$ cat src/rtl/mem_arbiter_pkg.sv
// Shared types and constants for the unified-memory arbiter.
package mem_arb_pkg;

  typedef enum logic [1:0] {
    ST_IDLE   = 2'd0,
    ST_ACCESS = 2'd1,
    ST_ACK    = 2'd2
  } state_t;

  typedef enum logic {
    OWN_I = 1'b0,
    OWN_D = 1'b1
  } owner_t;

  localparam int unsigned CNT_W = 4;

endpackage

$ cat src/rtl/mem_arbiter_if.sv
// Requester and memory signals seen by mem_arbiter; slave = arbiter side.
interface mem_arbiter_if #(
  parameter int unsigned AW = 32,
  parameter int unsigned DW = 32
);
  logic          i_req;
  logic [AW-1:0] i_addr;
  logic          i_ack;
  logic [DW-1:0] i_rdata;
  logic          d_req;
  logic          d_we;
  logic [AW-1:0] d_addr;
  logic [DW-1:0] d_wdata;
  logic          d_ack;
  logic [DW-1:0] d_rdata;
  logic          mem_we;
  logic [AW-1:0] mem_a;
  logic [DW-1:0] mem_wd;
  logic [DW-1:0] mem_rd;
  logic          busy;

  modport slave (
    input  i_req, i_addr, d_req, d_we, d_addr, d_wdata, mem_rd,
    output i_ack, i_rdata, d_ack, d_rdata, mem_we, mem_a, mem_wd, busy
  );

  modport master (
    output i_req, i_addr, d_req, d_we, d_addr, d_wdata, mem_rd,
    input  i_ack, i_rdata, d_ack, d_rdata, mem_we, mem_a, mem_wd, busy
  );
endinterface

$ cat src/rtl/mem_arbiter_rr_pick2.sv
// Combinational two-way round-robin picker; req[0]=fetch, req[1]=data.
module rr_pick2
  import mem_arb_pkg::*;
(
  input  logic [1:0] req,
  input  logic       last,
  output logic       gnt_valid,
  output logic       gnt_id
);

  always_comb begin
    gnt_valid = |req;
    // On a tie the port that did not win last time goes first.
    gnt_id    = (req == 2'b11) ? ~last : req[OWN_D];
  end

endmodule

$ cat src/rtl/mem_arbiter.sv
// Round-robin arbiter sharing one memory between fetch and data ports.
// Optional access counters enabled by defining MEM_ARB_STATS_EN.
module mem_arbiter
  import mem_arb_pkg::*;
#(
  parameter int unsigned AW          = 32,
  parameter int unsigned DW          = 32,
  parameter int unsigned WAIT_CYCLES = 1
) (
  input  logic clk,
  input  logic reset,
  mem_arbiter_if.slave bus
`ifdef MEM_ARB_STATS_EN
  ,
  output logic [15:0] stat_i_cnt,
  output logic [15:0] stat_d_cnt
`endif
);

  localparam logic [CNT_W-1:0] CNT_LOAD = CNT_W'(WAIT_CYCLES - 1);

  state_t           r_state, w_state_nxt;
  owner_t           r_owner, r_last;
  logic [CNT_W-1:0] r_cnt;
  logic [DW-1:0]    r_i_rdata, r_d_rdata, r_mem_wd;
  logic [AW-1:0]    r_mem_a;

  logic             w_gnt_valid, w_gnt_id, w_grant;
  logic             w_access, w_last_cycle, w_ack_i, w_ack_d;
  logic [AW-1:0]    w_acc_addr;
  logic [DW-1:0]    w_acc_wd;

  rr_pick2 u_pick (
    .req       ({bus.d_req, bus.i_req}),
    .last      (r_last),
    .gnt_valid (w_gnt_valid),
    .gnt_id    (w_gnt_id)
  );

  always_ff @(posedge clk or posedge reset) begin
    if (reset) r_state <= ST_IDLE;
    else       r_state <= w_state_nxt;
  end

  always_comb begin
    w_state_nxt = r_state;
    w_grant     = 1'b0;
    case (r_state)
      ST_IDLE: begin
        if (w_gnt_valid) begin
          w_grant     = 1'b1;
          w_state_nxt = ST_ACCESS;
        end
      end
      ST_ACCESS: if (r_cnt == '0) w_state_nxt = ST_ACK;
      ST_ACK:    w_state_nxt = ST_IDLE;
      default:   w_state_nxt = ST_IDLE;
    endcase
  end

  assign w_access     = (r_state == ST_ACCESS);
  assign w_last_cycle = w_access && (r_cnt == '0);
  assign w_ack_i      = (r_state == ST_ACK) && (r_owner == OWN_I);
  assign w_ack_d      = (r_state == ST_ACK) && (r_owner == OWN_D);
  assign w_acc_addr   = (r_owner == OWN_D) ? bus.d_addr : bus.i_addr;
  assign w_acc_wd     = (r_owner == OWN_D) ? bus.d_wdata : r_mem_wd;

  // Memory bus follows the owner live during ACCESS and holds the last value elsewhere.
  assign bus.mem_a   = w_access ? w_acc_addr : r_mem_a;
  assign bus.mem_wd  = w_access ? w_acc_wd : r_mem_wd;
  assign bus.mem_we  = w_last_cycle && (r_owner == OWN_D) && bus.d_we;
  assign bus.i_ack   = w_ack_i;
  assign bus.d_ack   = w_ack_d;
  assign bus.i_rdata = r_i_rdata;
  assign bus.d_rdata = r_d_rdata;
  assign bus.busy    = (r_state != ST_IDLE);

  always_ff @(posedge clk or posedge reset) begin
    if (reset) begin
      r_owner   <= OWN_I;
      r_last    <= OWN_D;
      r_cnt     <= '0;
      r_i_rdata <= '0;
      r_d_rdata <= '0;
      r_mem_a   <= '0;
      r_mem_wd  <= '0;
    end else begin
      if (w_grant) begin
        r_owner <= owner_t'(w_gnt_id);
        r_last  <= owner_t'(w_gnt_id);
        r_cnt   <= CNT_LOAD;
      end
      if (w_access) begin
        r_mem_a  <= w_acc_addr;
        r_mem_wd <= w_acc_wd;
        if (r_cnt != '0) r_cnt <= r_cnt - 1'b1;
      end
      if (w_last_cycle) begin
        if (r_owner == OWN_I)  r_i_rdata <= bus.mem_rd;
        else if (!bus.d_we)    r_d_rdata <= bus.mem_rd;
      end
    end
  end

`ifdef MEM_ARB_STATS_EN
  logic [15:0] r_stat_i_cnt, r_stat_d_cnt;

  always_ff @(posedge clk or posedge reset) begin
    if (reset) begin
      r_stat_i_cnt <= '0;
      r_stat_d_cnt <= '0;
    end else begin
      if (w_ack_i && (r_stat_i_cnt != '1)) r_stat_i_cnt <= r_stat_i_cnt + 16'd1;
      if (w_ack_d && (r_stat_d_cnt != '1)) r_stat_d_cnt <= r_stat_d_cnt + 16'd1;
    end
  end

  assign stat_i_cnt = r_stat_i_cnt;
  assign stat_d_cnt = r_stat_d_cnt;
`endif

endmodule

$ cat src/flat_wrapper.sv
// flat-port wrapper written by rule: the top's interface ports become plain ports
module mem_arbiter_flat import mem_arb_pkg::*;
#(
  parameter int unsigned AW          = 32,
  parameter int unsigned DW          = 32,
  parameter int unsigned WAIT_CYCLES = 1
)
  (clk, reset, bus_i_req, bus_i_addr, bus_d_req, bus_d_we, bus_d_addr, bus_d_wdata, bus_mem_rd, bus_i_ack, bus_i_rdata, bus_d_ack, bus_d_rdata, bus_mem_we, bus_mem_a, bus_mem_wd, bus_busy);
  mem_arbiter_if #(.AW(AW), .DW(DW)) bus_i ();
  input  logic clk;
  input  logic reset;
  input wire logic [$bits(bus_i.i_req)-1:0] bus_i_req;
  input wire logic [$bits(bus_i.i_addr)-1:0] bus_i_addr;
  input wire logic [$bits(bus_i.d_req)-1:0] bus_d_req;
  input wire logic [$bits(bus_i.d_we)-1:0] bus_d_we;
  input wire logic [$bits(bus_i.d_addr)-1:0] bus_d_addr;
  input wire logic [$bits(bus_i.d_wdata)-1:0] bus_d_wdata;
  input wire logic [$bits(bus_i.mem_rd)-1:0] bus_mem_rd;
  output wire logic [$bits(bus_i.i_ack)-1:0] bus_i_ack;
  output wire logic [$bits(bus_i.i_rdata)-1:0] bus_i_rdata;
  output wire logic [$bits(bus_i.d_ack)-1:0] bus_d_ack;
  output wire logic [$bits(bus_i.d_rdata)-1:0] bus_d_rdata;
  output wire logic [$bits(bus_i.mem_we)-1:0] bus_mem_we;
  output wire logic [$bits(bus_i.mem_a)-1:0] bus_mem_a;
  output wire logic [$bits(bus_i.mem_wd)-1:0] bus_mem_wd;
  output wire logic [$bits(bus_i.busy)-1:0] bus_busy;
  assign bus_i.i_req = bus_i_req;
  assign bus_i.i_addr = bus_i_addr;
  assign bus_i.d_req = bus_d_req;
  assign bus_i.d_we = bus_d_we;
  assign bus_i.d_addr = bus_d_addr;
  assign bus_i.d_wdata = bus_d_wdata;
  assign bus_i.mem_rd = bus_mem_rd;
  assign bus_i_ack = bus_i.i_ack;
  assign bus_i_rdata = bus_i.i_rdata;
  assign bus_d_ack = bus_i.d_ack;
  assign bus_d_rdata = bus_i.d_rdata;
  assign bus_mem_we = bus_i.mem_we;
  assign bus_mem_a = bus_i.mem_a;
  assign bus_mem_wd = bus_i.mem_wd;
  assign bus_busy = bus_i.busy;
  mem_arbiter #(.AW(AW), .DW(DW), .WAIT_CYCLES(WAIT_CYCLES)) u_core (.clk(clk), .reset(reset), .bus(bus_i));
endmodule
$ cat config.mk
export PLATFORM = sky130hd
export DESIGN_NAME = mem_arbiter_flat
export DESIGN_NICKNAME = d
export VERILOG_FILES = /design/src/rtl/mem_arbiter_pkg.sv /design/src/rtl/mem_arbiter_if.sv /design/src/rtl/mem_arbiter_rr_pick2.sv /design/src/rtl/mem_arbiter.sv /design/src/flat_wrapper.sv
export SDC_FILE = /design/constraint.sdc
export NUM_CORES = 1
export LEC_CHECK = 0
export CELL_PAD_IN_SITES_DETAIL_PLACEMENT = 0
export CELL_PAD_IN_SITES_GLOBAL_PLACEMENT = 1
export CORE_MARGIN = 2
export CORE_UTILIZATION = 34
export CTS_CLUSTER_DIAMETER = 120
export DETAILED_ROUTE_END_ITERATION = 6
export PLACE_DENSITY_LB_ADDON = 0.15
export SLEW_MARGIN = 15
export SYNTH_ARGS = -nofsm -noshare
export SYNTH_HDL_FRONTEND = slang
export SYNTH_SLANG_ARGS = --single-unit
$ cat constraint.sdc
create_clock -name clk -period 9.2 [get_ports clk]
set_clock_uncertainty 0.15 [all_clocks]
set_input_delay 1.84 -clock clk [delete_from_list [all_inputs] [get_ports clk]]
set_output_delay 1.84 -clock clk [all_outputs]
set_load 0.01 [all_outputs]
== After elaboration in Yosys (flattened, before gate mapping) ==
Index checks and enable logic that the tools add are counted.
Storage, ports and cells
  register bits: 136
  latch bits: 0
  RAM bits: 0
  memory bits (read-only): 0
  input port bits: 133
  output and inout port bits: 132
  logic and storage cells: 43
  memories kept: 0
Operators by class
  add/subtract/negate cells: 1
  multiply operators: 0
  divide/modulo/power cells: 0
  order comparisons: 0
  equal/unequal tests: 5
  shift operators: 0
  multiplexer cells: 13
  bitwise operators: 3
  reductions and logical operators: 13
Operator list (number)
  $mux 32: 4
  $mux 4: 3
  $logic_and 1x1->1: 5
  $eq 2x2->1 const B: 2
  $logic_not 4->1: 1
  $mux 2: 2
  $ne 2x2->1 const B: 2
  $pmux 2 s2: 1
  $reduce_and 2->1: 2
  $reduce_bool 4->1: 1
  $sub 4x1->4 const B: 1
  $mux 1: 3
  $not 1->1: 3
  $reduce_and 3->1: 1
  $eq 2x1->1 const B: 1
  $logic_not 2->1: 1
  $reduce_bool 2->1: 1
  $reduce_or 2->1: 1

== Depth between registers and ports, before layout ==
Gate-level depths: netlist of run 1.
  depth in word-level cells: 6
  mapped depth: 6
  depth with buffers taken out: 5

== By module ==
Synthesis of run 1 repeated with hierarchy kept, for this count alone.
Unflattened totals
  cell total of the unflattened synthesis: 396
  area total of the unflattened synthesis: 5596.6 µm²
By module, submodules not included
  mem_arbiter: instances 1, cells an instance 394, area an instance 5582.9 µm², seq. area each 3404.5 µm²
  rr_pick2: instances 1, cells an instance 2, area an instance 13.8 µm², seq. area each 0.0 µm²

== Worst setup path after synthesis of run 1 ==
Ideal clock, no wire load.
  path type: input -> output
  start point: input port bus_d_addr[10]
  end point: output port bus_mem_a[10]
  arrival: 2211 ps
  required time: 7210 ps
  setup slack: 4999 ps
  stages: 2
  path buffers: 0
  cells stage by stage: mux2i_1 o21ai_0
Between the ends
  longest elaborated chain between the ends: 2
RTL lines
  from (decl): RTL line flat_wrapper.sv:16  | input wire logic [$bits(bus_i.d_addr)-1:0] bus_d_addr;
  $mux 32: RTL line mem_arbiter.sv:65  | assign w_acc_addr = (r_owner == OWN_D) ? bus.d_addr : bus.i_addr;
  $mux 32: RTL line mem_arbiter.sv:69  | assign bus.mem_a = w_access ? w_acc_addr : r_mem_a;
  to (decl): RTL line flat_wrapper.sv:24  | output wire logic [$bits(bus_i.mem_a)-1:0] bus_mem_a;
Every way passes these cells.

== Worst setup path after layout of run 1 ==
  start point: input port bus_d_addr[24]
  end point: output port bus_mem_a[24]
Same word-level chain as after synthesis.

==> impl_metrics.json, run 1 <==
{
  "outcome": "complete, no violations",
  "n_antenna_cell": 0,
  "syn-cell-area_um2": 5460,
  "crit_cells": 4,
  "grt_pass1_vias": 4139,
  "synth-edff-count": 0,
  "drtAntennaViolNets": 0,
  "syn_area_per_cell_um2": 14.0,
  "grt_usage_pct": 16.5,
  "grt_max_degree": 72,
  "startpoint": "bus_d_addr[24]",
  "end_kind": "output port",
  "ff2ff_path_depth": 6,
  "cpPeakStageDelay_ns": 0.61,
  "critPathSlowestCell": "clkdlybuf4s50_1",
  "post_cts_buffers": 0,
  "synth_top_area_share_pct": 61.9,
  "fmax_mhz": 190,
  "pre_cts_slack_ns": 3.93,
  "wl_um": 14000,
  "root_buffer": "clkbuf_16",
  "clock-sinks": 136,
  "syn_inst": 391,
  "vias": 4046,
  "drc": 0,
  "tightest_slew_ns": 0.919,
  "fillers": 1319,
  "cts-htree-levels": 4,
  "setup_violations": 0,
  "cap_violations": 0,
  "synth-main-ff-cell": "dfrtp_1",
  "seq_area_frac_synth_pct": 62.3,
  "fp-row-count": 46,
  "start_util_pct": 34.6,
  "die_width_um": 131,
  "switching_share_pct": 32.4,
  "clk_latency_ns": 0.41,
  "hp-class": "reg -> reg",
  "combPwrFrac_pct": 50.0,
  "rsz0062_at_grt": "no",
  "ys_warn_count": 0,
  "yosys.area.top_type": "dfrtp_1",
  "die_h_um": 131,
  "coreArea_um2": 15800,
  "vdd_drop_max_uv": 176,
  "synth_area_leaders": "dfrtp_1 (62%), mux2_2 (19%), mux2i_1 (5.9%)",
  "grt_pass1_wl_um": 21500,
  "synthArstFlopShare_pct": 100,
  "path_class": "in -> out",
  "intPower_uw": 2230,
  "synth_cell_type_count": 31,
  "crit_path_start_kind": "input port",
  "crit_chain": "clkdlybuf4s50_1 > mux2i_1 > o21ai_0 > clkdlybuf4s50_1",
  "min_path_cells": 1,
  "cp_data_arrival_time_ns": 3.29,
  "drt_iter0_markers": 139,
  "cp_top_family": "buffers and inverters",
  "power_uw": 3300,
  "clk_path_buf_depth": 2,
  "critPathRequiredTime_ns": 7.21,
  "gp_congestion": 0.724,
  "p_leak_uw": 0.00372,
  "drive_above_1_share_pct": 20.4,
  "grt_overflow_total": 0,
  "min_period_ns": 5.28,
  "synth.net_count": 525,
  "dieArea_um2": 17100,
  "cts_made_buffers": 17,
  "clockPowerShare_pct": 18.8,
  "vias_per_cell": 4.58,
  "crit_path_max_fanout": 2,
  "design_area_um2": 8840,
  "crit_buf_inv": 2,
  "fin_setup_tns_ns": 0,
  "slew_headroom_pct": 38.7,
  "power_frac_seq_pct": 31.2,
  "holdBufCountCts": 0,
  "r2r_start": "u_core.r_cnt[0]$_DFF_PP0_",
  "synth-seq-cells": 136,
  "fin_crit_sh_pct": 57.4,
  "wire_per_inst_um": 15.9,
  "antenna_found_initial": 0,
  "crit_path_frequent_cell": "clkdlybuf4s50_1",
  "cts_tree": "done",
  "portBuffers": 264,
  "hold_violations": 0,
  "power.net_switching_uw": 1070,
  "timing.final.ws_setup_ns": 3.92,
  "p_per_area_nw_per_um2": 373,
  "slew_viol_final": 0,
  "syn_to_final_growth_pct": 61.9,
  "dp_hpwl_um": 10100,
  "pin_count": 265,
  "place_area_um2": 8300,
  "cts_resized": 0,
  "layout.nets": 791,
  "clk_pin_slew_ns": 0.06,
  "min-delay-start": "u_core.bus.i_rdata[24]$_DFFE_PP0P_",
  "rrSetupSlack_ns": 6.80,
  "firstDrtPassIters": 4
}
## cells in the final DEF (no fill, tap or decap), drive strengths merged, types with 2 or more instances in the layout
master,instances
nor3b,2
buf,5
o21ai,37
clkdlybuf4s50,264
inv,6
clkinv,8
nand3,2
clkbuf,17
nor2b,2
nor2,2
mux2i,32
nand2,38
dfrtp,135
mux2,96
nor3,4
clkinvlp,3
## registers in the layout, summed over array words and instances, names as in the netlist
register / cells
u_core.bus.d_rdata: 32
u_core.bus.i_rdata: 32
u_core.r_mem_a: 32
u_core.r_mem_wd: 32
u_core.r_cnt: 4
u_core.r_state: 2
u_core.r_last: 1
u_core.r_owner: 1
## cell families (layout without fill, tap and decap cells)
logic type | Yosys count | in the layout | share of synthesized area (%)
adder cells (fa/ha/maj) | 1 | 1 | 0.229
buffers and inverters | 27 | 304 | 2.52
flip-flops | 136 | 136 | 62.3
multiplexers | 128 | 128 | 25.7
AO/OA/AOI/OAI | 43 | 43 | 4.22
AND/OR/NAND/NOR | 56 | 56 | 5.04
## Yosys cell counts, types with 2 or more instances
cell type / instances
dfrtp_1: 135
mux2_2: 94
nand2_1: 38
o21ai_0: 37
mux2i_1: 32
buf_2: 11
clkbuf_1: 8
inv_1: 5
buf_6: 3
nor3_1: 3
mux2_1: 2
nand3_1: 2
nor2_1: 2
nor2b_1: 2
## per-layer routing
layer | up-vias | wire length (um) | global-route usage (%)
met3 | 28 | 1400 | 6.80
met4 | 0 | 394 | 7.88
met5 | - | 0 | 0
met1 | 1934 | 5710 | 20.0
met2 | 179 | 6520 | 25.8
li1 | 1905 | - | -
## stage by stage
stage | util [%] | std cells | hold slack [ns]
floorplan | - | 391 | 0.354
global placement | 52.6 | 854 | 0.320
detailed placement | 52.6 | 854 | 0.324
CTS | 56.0 | 884 | 0.337
global route | 56.1 | 884 | 0.358
finish | 56.1 | 884 | 0.331
## final cells by class
type | count | area, um2 | share of cell area (%)
flip-flops and latches | 136 | 3410 | 38.5
repair buffers | 269 | 2680 | 30.3
multi-input cells | 228 | 1930 | 21.8
clock buffers | 17 | 425 | 4.81
well taps | 216 | 270 | 3.06
clock inverters | 13 | 109 | 1.23
inverters | 5 | 23.8 | 0.269
## power by group through the flow
stage	sequential [uW]	combinational [uW]	clock (uW)
after floorplan	1080	747	0
after global placement	1030	1650	0
after detailed placement	1040	1670	0
after CTS	1030	1680	637
after global routing	1060	1790	664
final	1030	1650	621
## worst register-to-register path, stage by stage, from the launching register on
cell and delay [ns]:
dfrtp_1 0.37, inv_1 0.10, ha_1 0.23, or3b_4 0.45, nor3_4 0.16, buf_4 0.43, mux2_2 0.41
## final timing paths
check / end
min in group asynchronous: u_core.bus.i_rdata[7]$_DFFE_PP0P_
setup reg to reg: u_core.bus.i_rdata[0]$_DFFE_PP0P_
setup / recovery: bus_mem_a[24]
hold reg to reg: u_core.bus.i_rdata[24]$_DFFE_PP0P_
max in group asynchronous: u_core.r_owner$_DFFE_PP0P_
hold / removal: u_core.bus.i_rdata[24]$_DFFE_PP0P_
No activity file was read; power rests on OpenSTA's default activity.
==> run 2, diff against run 1 <==
--- a/config.mk
+++ b/config.mk
@@ -8,7 +8,7 @@
 export CELL_PAD_IN_SITES_DETAIL_PLACEMENT = 0
 export CELL_PAD_IN_SITES_GLOBAL_PLACEMENT = 1
 export CORE_MARGIN = 2
-export CORE_UTILIZATION = 34
+export CORE_UTILIZATION = 28
 export CTS_CLUSTER_DIAMETER = 120
 export DETAILED_ROUTE_END_ITERATION = 6
 export PLACE_DENSITY_LB_ADDON = 0.15
==> constraint.sdc (replaced) <==
create_clock -name clk -period 4.7 [get_ports clk]
set_clock_uncertainty 0.15 [all_clocks]
set_input_delay 0.94 -clock clk [delete_from_list [all_inputs] [get_ports clk]]
set_output_delay 0.94 -clock clk [all_outputs]
set_load 0.01 [all_outputs]
==> run 2 against run 1 <==
Against the previous run: combinational power is 96% higher; sequential power grew 95%; clock-buffer cell count grew 4; hold slack improved by 0.0060 ns; power is 98% higher; largest power group unchanged.
==> impl_metrics.json, run 2 (synthesized netlist as in run 1, its figures left out) <==
{
  "cts_made_buffers": 17,
  "rrSetupSlack_ns": 2.28,
  "min-delay-start": "u_core.bus.i_rdata[24]$_DFFE_PP0P_",
  "drive_above_1_share_pct": 20.4,
  "cp_data_arrival_time_ns": 2.85,
  "outcome": "complete, no violations",
  "rsz0062_at_grt": "no",
  "r2r_end": "u_core.bus.i_rdata[8]$_DFFE_PP0P_",
  "vias": 4043,
  "firstDrtPassIters": 4,
  "cts_resized": 0,
  "root_buffer": "clkbuf_16",
  "dieArea_um2": 20600,
  "final_cell_mix": "clkdlybuf4s50_1 (264), dfrtp_1 (134), mux2_2 (94)",
  "crit_path_max_fanout": 20,
  "post_cts_buffers": 0,
  "grt_overflow_total": 0,
  "grt_pass1_wl_um": 22300,
  "min_path_cells": 1,
  "grt_pass1_vias": 4245,
  "wire_per_inst_um": 15.2,
  "clk_latency_ns": 0.41,
  "pre_cts_slack_ns": 1.16,
  "dpl.cell_count": 904,
  "hp-class": "reg -> reg",
  "antenna_found_initial": 0,
  "drt_iter0_markers": 132,
  "die_h_um": 144,
  "die_width_um": 144,
  "final_common_cell": "clkdlybuf4s50_1",
  "p_per_area_nw_per_um2": 728,
  "dp_hpwl_um": 10300,
  "vdd_drop_max_uv": 312,
  "grt_usage_pct": 14.0,
  "drc": 0,
  "clk_pin_slew_ns": 0.06,
  "holdBufCountCts": 0,
  "gp_congestion": 0.753,
  "n_antenna_cell": 0,
  "coreArea_um2": 19300,
  "setup_violations": 0,
  "min_period_ns": 3.94,
  "drtAntennaViolNets": 0,
  "r2r_start": "u_core.r_cnt[0]$_DFF_PP0_",
  "layout.nets": 792,
  "start_util_pct": 28.3,
  "end_kind": "output port",
  "whs_endpoint": "u_core.bus.i_rdata[24]$_DFFE_PP0P_",
  "cts-htree-levels": 4,
  "critPathRequiredTime_ns": 3.61,
  "vias_per_cell": 4.32,
  "post_layout_nonfiller_instances": 935,
  "pin_count": 265,
  "syn_to_final_growth_pct": 63.9,
  "fin_crit_sh_pct": 83.8,
  "slew_headroom_pct": 58.9,
  "timing.final.ws_setup_ns": 0.761,
  "ff2ff_path_depth": 6,
  "tightest_slew_ns": 0.617,
  "cts_tree": "done",
  "clk_path_buf_depth": 2,
  "crit_path_start_kind": "register",
  "fmax_mhz": 254,
  "clock-sinks": 136,
  "grt_max_degree": 77,
  "p_leak_uw": 0.00373,
  "wl_um": 14200,
  "path_class": "reg -> out",
  "fp-row-count": 51,
  "fin_setup_tns_ns": 0,
  "slew_viol_final": 0,
  "cap_violations": 0,
  "portBuffers": 264,
  "hold_violations": 0
}
-- run 2: cell count changes in the layout (fill, tap and decap cells not counted), sizes merged --
cell,before,now
clkbuf,17,21
clkinv,8,4
clkinvlp,3,5
buf,5,6
inv,6,5
-- run 2: worst max path at each step --
stage                                  start                           endpoint  cells past startpoint
2_1_floorplan                          reset  u_core.bus.d_rdata[0]$_DFFE_PP0P_                      1
3_3_place_gp                  bus_d_addr[30]                      bus_mem_a[30]                      4
3_5_place_dp   u_core.r_state[0]$_DFFE_PP0P_                     bus_mem_wd[18]                      5
4_1_cts        u_core.r_state[0]$_DFFE_PP0P_                     bus_mem_wd[18]                      5
5_1_grt        u_core.r_state[0]$_DFFE_PP0P_                     bus_mem_wd[10]                      5
6_report       u_core.r_state[0]$_DFFE_PP0P_                     bus_mem_wd[18]                      5
-- run 2: power by group --
group | total, uW | internal [uW] | switching [uW]
registers | 2010 | 1770 | 242
clock network | 1260 | 767 | 488
logic | 3240 | 1870 | 1370
-- run 2: final cells by class --
type | count | area [um2]
Fill cell | 1795 | 10300
Sequential cell | 136 | 3410
Timing Repair Buffer | 270 | 2700
Multi-Input combinational cell | 228 | 1930
Clock buffer | 21 | 470
Tap cell | 265 | 332
Clock inverter | 10 | 96.3
Inverter | 5 | 22.5
-- run 2: critical path, stage by stage (launching register included) --
cell             delay (ns)
dfrtp_1                0.50
nor2b_1                0.22
nand2_1                0.44
buf_4                  0.38
mux2_2                 0.39
clkdlybuf4s50_1        0.50
-- run 2: per-layer routing --
layer | vias up | track usage [%] | routed length [um]
li1 | 1918 | - | -
met1 | 1970 | 15.8 | 5630
met2 | 139 | 24.4 | 7320
met3 | 16 | 4.63 | 1020
met4 | 0 | 5.83 | 283
met5 | - | 0 | 0
-- run 2: per-stage QoR --
| stage | util (%) | power (uW) | cell area, um2 | hold slack (ns) |
|---|---|---|---|---|
| 2_1_floorplan | - | 3580 | 5470 | 0.354 |
| 3_3_place_gp | 43.5 | 5270 | 8380 | 0.320 |
| 5_1_grt | 46.5 | 6950 | 8950 | 0.361 |
| 4_1_cts | 46.4 | 6630 | 8950 | 0.343 |
| 3_5_place_dp | 43.5 | 5330 | 8380 | 0.328 |
| 6_report | 46.5 | 6510 | 8950 | 0.337 |
==> run 3, diff against run 2 <==
==> constraint.sdc (replaced) <==
create_clock -name clk -period 3.3 [get_ports clk]
set_clock_uncertainty 0.15 [all_clocks]
set_input_delay 0.66 -clock clk [delete_from_list [all_inputs] [get_ports clk]]
set_output_delay 0.66 -clock clk [all_outputs]
set_load 0.01 [all_outputs]
==> run 3 against run 2 <==
Against the previous run: sequential power increased by 44%; first-iteration DRC count increased by 6.8%; non-clock buffer count increased by 2; hold slack improved by 0.0045 ns; worst setup slack got worse by 0.61 ns; critical path type unchanged; highest routed layer unchanged.
==> impl_metrics.json, run 3 (synthesized netlist as in run 1, its figures left out) <==
{
  "final_cell_mix": "clkdlybuf4s50_1 (263), dfrtp_1 (133), mux2_2 (94)",
  "vias": 4095,
  "design_area_um2": 9030,
  "slew_viol_final": 0,
  "dp_hpwl_um": 10300,
  "crit_chain": "nor2b_1 > nand2_1 > buf_12 > mux2_2 > clkdlybuf4s50_1",
  "hp-class": "reg -> reg",
  "fmax_mhz": 318,
  "rsz0062_at_grt": "no",
  "cap_violations": 0,
  "gp_congestion": 0.747,
  "clock-sinks": 136,
  "crit_path_start_kind": "register",
  "path_class": "reg -> out",
  "holdBufCountCts": 0,
  "hold_violations": 0,
  "slew_headroom_pct": 62.9,
  "drive_above_1_share_pct": 21.0,
  "dpl.cell_count": 906,
  "cts_resized": 0,
  "tightest_slew_ns": 0.556,
  "fin_crit_sh_pct": 95.4,
  "wl_um": 14400,
  "p_per_area_nw_per_um2": 1050,
  "min_period_ns": 3.15,
  "wire_per_inst_um": 15.4,
  "cts-htree-levels": 4,
  "drtAntennaViolNets": 0,
  "grt_max_degree": 105,
  "syn_to_final_growth_pct": 65.4,
  "dieArea_um2": 20600,
  "cts_tree": "done",
  "root_buffer": "clkbuf_16",
  "cpPeakStageDelay_ns": 0.51,
  "post_cts_buffers": 0,
  "post_layout_nonfiller_instances": 938,
  "clk_path_buf_depth": 2,
  "die_h_um": 144,
  "setup_violations": 0,
  "critPathSlowestCell": "clkdlybuf4s50_1",
  "fin_setup_tns_ns": 0,
  "pin_count": 265,
  "vdd_drop_max_uv": 518,
  "grt_overflow_total": 0,
  "coreArea_um2": 19300,
  "drt_iter0_markers": 141,
  "gr-usage-met3_pct": 5.36,
  "grt_util_met1_pct": 15.9,
  "fillers": 1765,
  "fp-row-count": 51,
  "place_area_um2": 8430,
  "die_width_um": 144,
  "firstDrtPassIters": 3,
  "start_util_pct": 28.3,
  "grt_pass1_vias": 4352,
  "clk_latency_ns": 0.41,
  "cts_made_buffers": 17,
  "layout.nets": 794,
  "outcome": "complete, no violations",
  "crit_path_max_fanout": 32,
  "cp_data_arrival_time_ns": 2.34,
  "holdWs_ns": 0.341,
  "antenna_found_initial": 0,
  "clk_pin_slew_ns": 0.06,
  "drc": 0,
  "n_antenna_cell": 0,
  "critPathRequiredTime_ns": 2.49,
  "grt_usage_pct": 14.1,
  "p_leak_uw": 0.00378,
  "final_common_cell": "clkdlybuf4s50_1",
  "grt_busiest_layer": "met2",
  "grt_util_met2_pct": 24.3,
  "vias_per_cell": 4.37,
  "grt_pass1_wl_um": 22400,
  "end_kind": "output port",
  "portBuffers": 264
}
-- run 3: cell types whose count changed in the layout (fill, tap and decap cells not counted), sizes merged --
| cell | delta |
|---|---|
| clkbuf | -3 |
| clkdlybuf4s50 | -1 |
| inv | +5 |
| bufinv | +1 |
| clkinvlp | -2 |
| dlymetal6s2s | +1 |
| buf | +2 |
-- run 3: layout make-up --
class                   count  area, um2  share of cell area [%]
multi-input cells         228       1920                    21.3
repair buffers            272       2760                    30.5
inverters                   5       22.5                   0.249
clock inverters            14        164                    1.81
well taps                 265        332                    3.67
flip-flops and latches    136       3410                    37.7
clock buffers              18        429                    4.75
-- run 3: where the power goes --
part	internal, uW	switching, uW
sequential	2520	379
combinational	2730	1910
clock	1130	772
-- run 3: metal layers --
layer	up-vias	routed length [um]
met1	2027	5640
met5	-	0
met2	139	7440
met3	15	1090
li1	1914	-
met4	0	246
-- run 3: critical path, delay by kind of cell, from the launching register on --
| family | cells | cell delay, ns |
|---|---|---|
| muxes | 1 | 0.37 |
| and+or+nand+nor | 2 | 0.33 |
| DFF | 1 | 0.48 |
| buffers and inverters | 2 | 0.73 |
-- run 3: per-stage QoR --
| stage | util (%) | total power [uW] | worst slack [ns] |
|---|---|---|---|
| after floorplan | - | 5100 | 0.798 |
| after global placement | 43.8 | 7590 | 0.416 |
| after detailed placement | 43.8 | 7660 | 0.413 |
| after CTS | 46.8 | 9640 | 0.0662 |
| after global routing | 46.9 | 10100 | 0.0262 |
| final | 46.9 | 9450 | 0.153 |
-- run 3: final timing paths --
path / start / endpoint / slack (ns) / cells after the start
min in group asynchronous: reset / u_core.bus.i_rdata[5]$_DFFE_PP0P_ / 0.60 / 3
max in group asynchronous: reset / u_core.r_state[0]$_DFFE_PP0P_ / 1.95 / 3
min: u_core.r_mem_a[17]$_DFF_PP0_ / u_core.r_mem_a[17]$_DFF_PP0_ / 0.34 / 2
max reg2reg: u_core.r_cnt[0]$_DFF_PP0_ / u_core.bus.i_rdata[7]$_DFFE_PP0P_ / 0.89 / 6
max: u_core.r_state[0]$_DFFE_PP0P_ / bus_mem_wd[4] / 0.15 / 5
min reg2reg: u_core.r_mem_a[17]$_DFF_PP0_ / u_core.r_mem_a[17]$_DFF_PP0_ / 0.34 / 2
==> variant: new RTL, settings of run 3 <==
The 3 states of `state_t` get a one-hot encoding in 3 bits.
--- a/src/rtl/mem_arbiter_pkg.sv
+++ b/src/rtl/mem_arbiter_pkg.sv
@@ -1,10 +1,10 @@
 // Shared types and constants for the unified-memory arbiter.
 package mem_arb_pkg;
 
-  typedef enum logic [1:0] {
-    ST_IDLE   = 2'd0,
-    ST_ACCESS = 2'd1,
-    ST_ACK    = 2'd2
+  typedef enum logic [2:0] {
+    ST_IDLE   = 3'b001,
+    ST_ACCESS = 3'b010,
+    ST_ACK    = 3'b100
   } state_t;
 
   typedef enum logic {
Formal check against the unedited RTL: same outputs for any inputs over 4 cycles, from zero or initial values and one cycle with reset high; so few cycles prove little.
==> variant against run 3 <==
  * Die area up 0.60%
  * Worst setup slack got worse by 0.091 ns
  * Non-clock buffer count stayed put
  * Hold slack lost 0.011 ns
  * Sequential cell count rose by 1
  * Synthesized area is 0.62% higher
  * Design area rose by 0.57%
  * Total power is 8.1% lower
  * Wire length up 1.6%
  * Critical endpoint is now bus_mem_a[22]
==> variant: results (changes against run 3) <==
Layout Cells excl Fill=940 (was 938); Mapped Nets=527 (was 525); outcome=completed (unchanged); first-pass GRT wire length=22600 um (was 22400 um); Leakage=3.96 nW (was 3.78 nW); fraction of layout cells with a size suffix above 1=21.5% (was 21.0%); Ant. Diodes=0 (unchanged); fillers=1772 (was 1765); nets@finish=796 (was 794); Syn Inst Count=393 (was 391); headroom to the max-slew limit=67.9% (was 62.9%); Seq/Total Area, Yosys=62.4% (was 62.3%); Post-synth top cells=dfrtp_1 (135), mux2_2 (95), nand2_1 (38) (was dfrtp_1 (135), mux2_2 (94), nand2_1 (38)); cell count after placement=907 (was 906); dpl cell area=8470 sq um (was 8430 sq um); WL final=14700 um (was 14400 um); via count=4045 (was 4095); hpwl dp=10300 um (about the same); initial DRC count=78 (was 141); total track usage=14.2% (was 14.1%); vias in the first global route=4300 (was 4352); Pre-antenna DRT Iters=4 (was 3); Setup Slack @ Placement=0.436 ns (was 0.413 ns); Placer Congestion=0.724 (was 0.747); Hold WC Path Type=reg2reg (unchanged); peak supply drop=449 uV (was 518 uV); Yosys cell types=34 (was 31); largest net degree at the start of global routing=75 (was 105); ranking of synthesized cells by area=dfrtp_1 (61%), mux2_2 (19%), mux2i_1 (5.8%), o21ai_0 (3.3%), nand2_1 (2.6%) (was dfrtp_1 (62%), mux2_2 (19%), mux2i_1 (5.9%), o21ai_0 (3.4%), nand2_1 (2.6%))
==> variant: cell count changes after synthesis, moves of 2 or more <==
| cell | before | now |
|---|---|---|
| a21o_1 | 0 | 3 |
| buf_1 | 0 | 3 |
| buf_2 | 11 | 9 |
| nor3_1 | 3 | 0 |
| or3b_1 | 0 | 2 |
==> variant: worst paths after layout <==
kind	startpoint	end	slack [ns]	depth (start not counted)
hold reg to reg	u_core.r_last	u_core.r_last	0.33	2
setup / recovery	u_core.r_state[2]	bus_mem_a[22]	0.06	4
min in group asynchronous	reset	u_core.bus.d_rdata[31]	0.49	2
max in group asynchronous	reset	u_core.r_mem_a[13]	1.77	3
hold / removal	u_core.r_last	u_core.r_last	0.33	2
setup reg to reg	u_core.r_state[2]	u_core.bus.i_rdata[31]	0.87	5
==> variant: worst max-delay path, stage by stage, from the launching register on <==
cell and delay, ns:
dfrtp_1 0.44, or3b_2 0.50, buf_12 0.21, o21ai_0 0.26
clkdlybuf4s50_1 0.58
==> variant: cell families (layout without fill, tap and decap cells) <==
group	after synthesis	count (layout)	synth area share, %
buf+inv	27	309	2.46
mux	128	128	25.5
fa+ha+maj	1	1	0.228
compound gates	44	44	4.28
simple gates	56	56	5.10
flops	137	137	62.4
==> variant: routing by layer <==
layer / track usage [%] / vias to the layer above / part of all wire [%]
met5: 0 / - / 0
met4: 4.80 / 0 / 1.0
met3: 5.33 / 6 / 8.3
met2: 23.7 / 165 / 49
met1: 16.9 / 1957 / 41
li1: - / 1917 / -
==> variant: timing repair <==
action / CTS / global route
pin swaps: 0 / 0
cloned: 0 / 1
buffers inserted: 0 / 0
endpoints found under the setup margin: 6 / 62
gates resized for setup: 3 / 37
==> variant: final cells by class <==
type	count	area [sq um]	share of cell area (%)
Timing Repair Buffer	272	2800	30.8
Sequential cell	137	3430	37.8
Inverter	5	22.5	0.248
Clock inverter	14	123	1.35
Clock buffer	18	429	4.73
Multi-Input combinational cell	229	1940	21.4
Tap cell	265	332	3.65
==> variant: where the power goes <==
part,internal [W],switching (W),total (W)
Sequential,0.00250,0.000364,0.00286
Clock,0.00104,0.000753,0.00179
Combinational,0.00241,0.00162,0.00403
==> variant: stage by stage <==
stage,utilization (%),total power [W]
2_1_floorplan,-,0.00462
3_3_place_gp,43.8,0.00689
3_5_place_dp,43.8,0.00695
4_1_cts,46.7,0.00880
5_1_grt,47.0,0.00925
6_report,47.0,0.00869
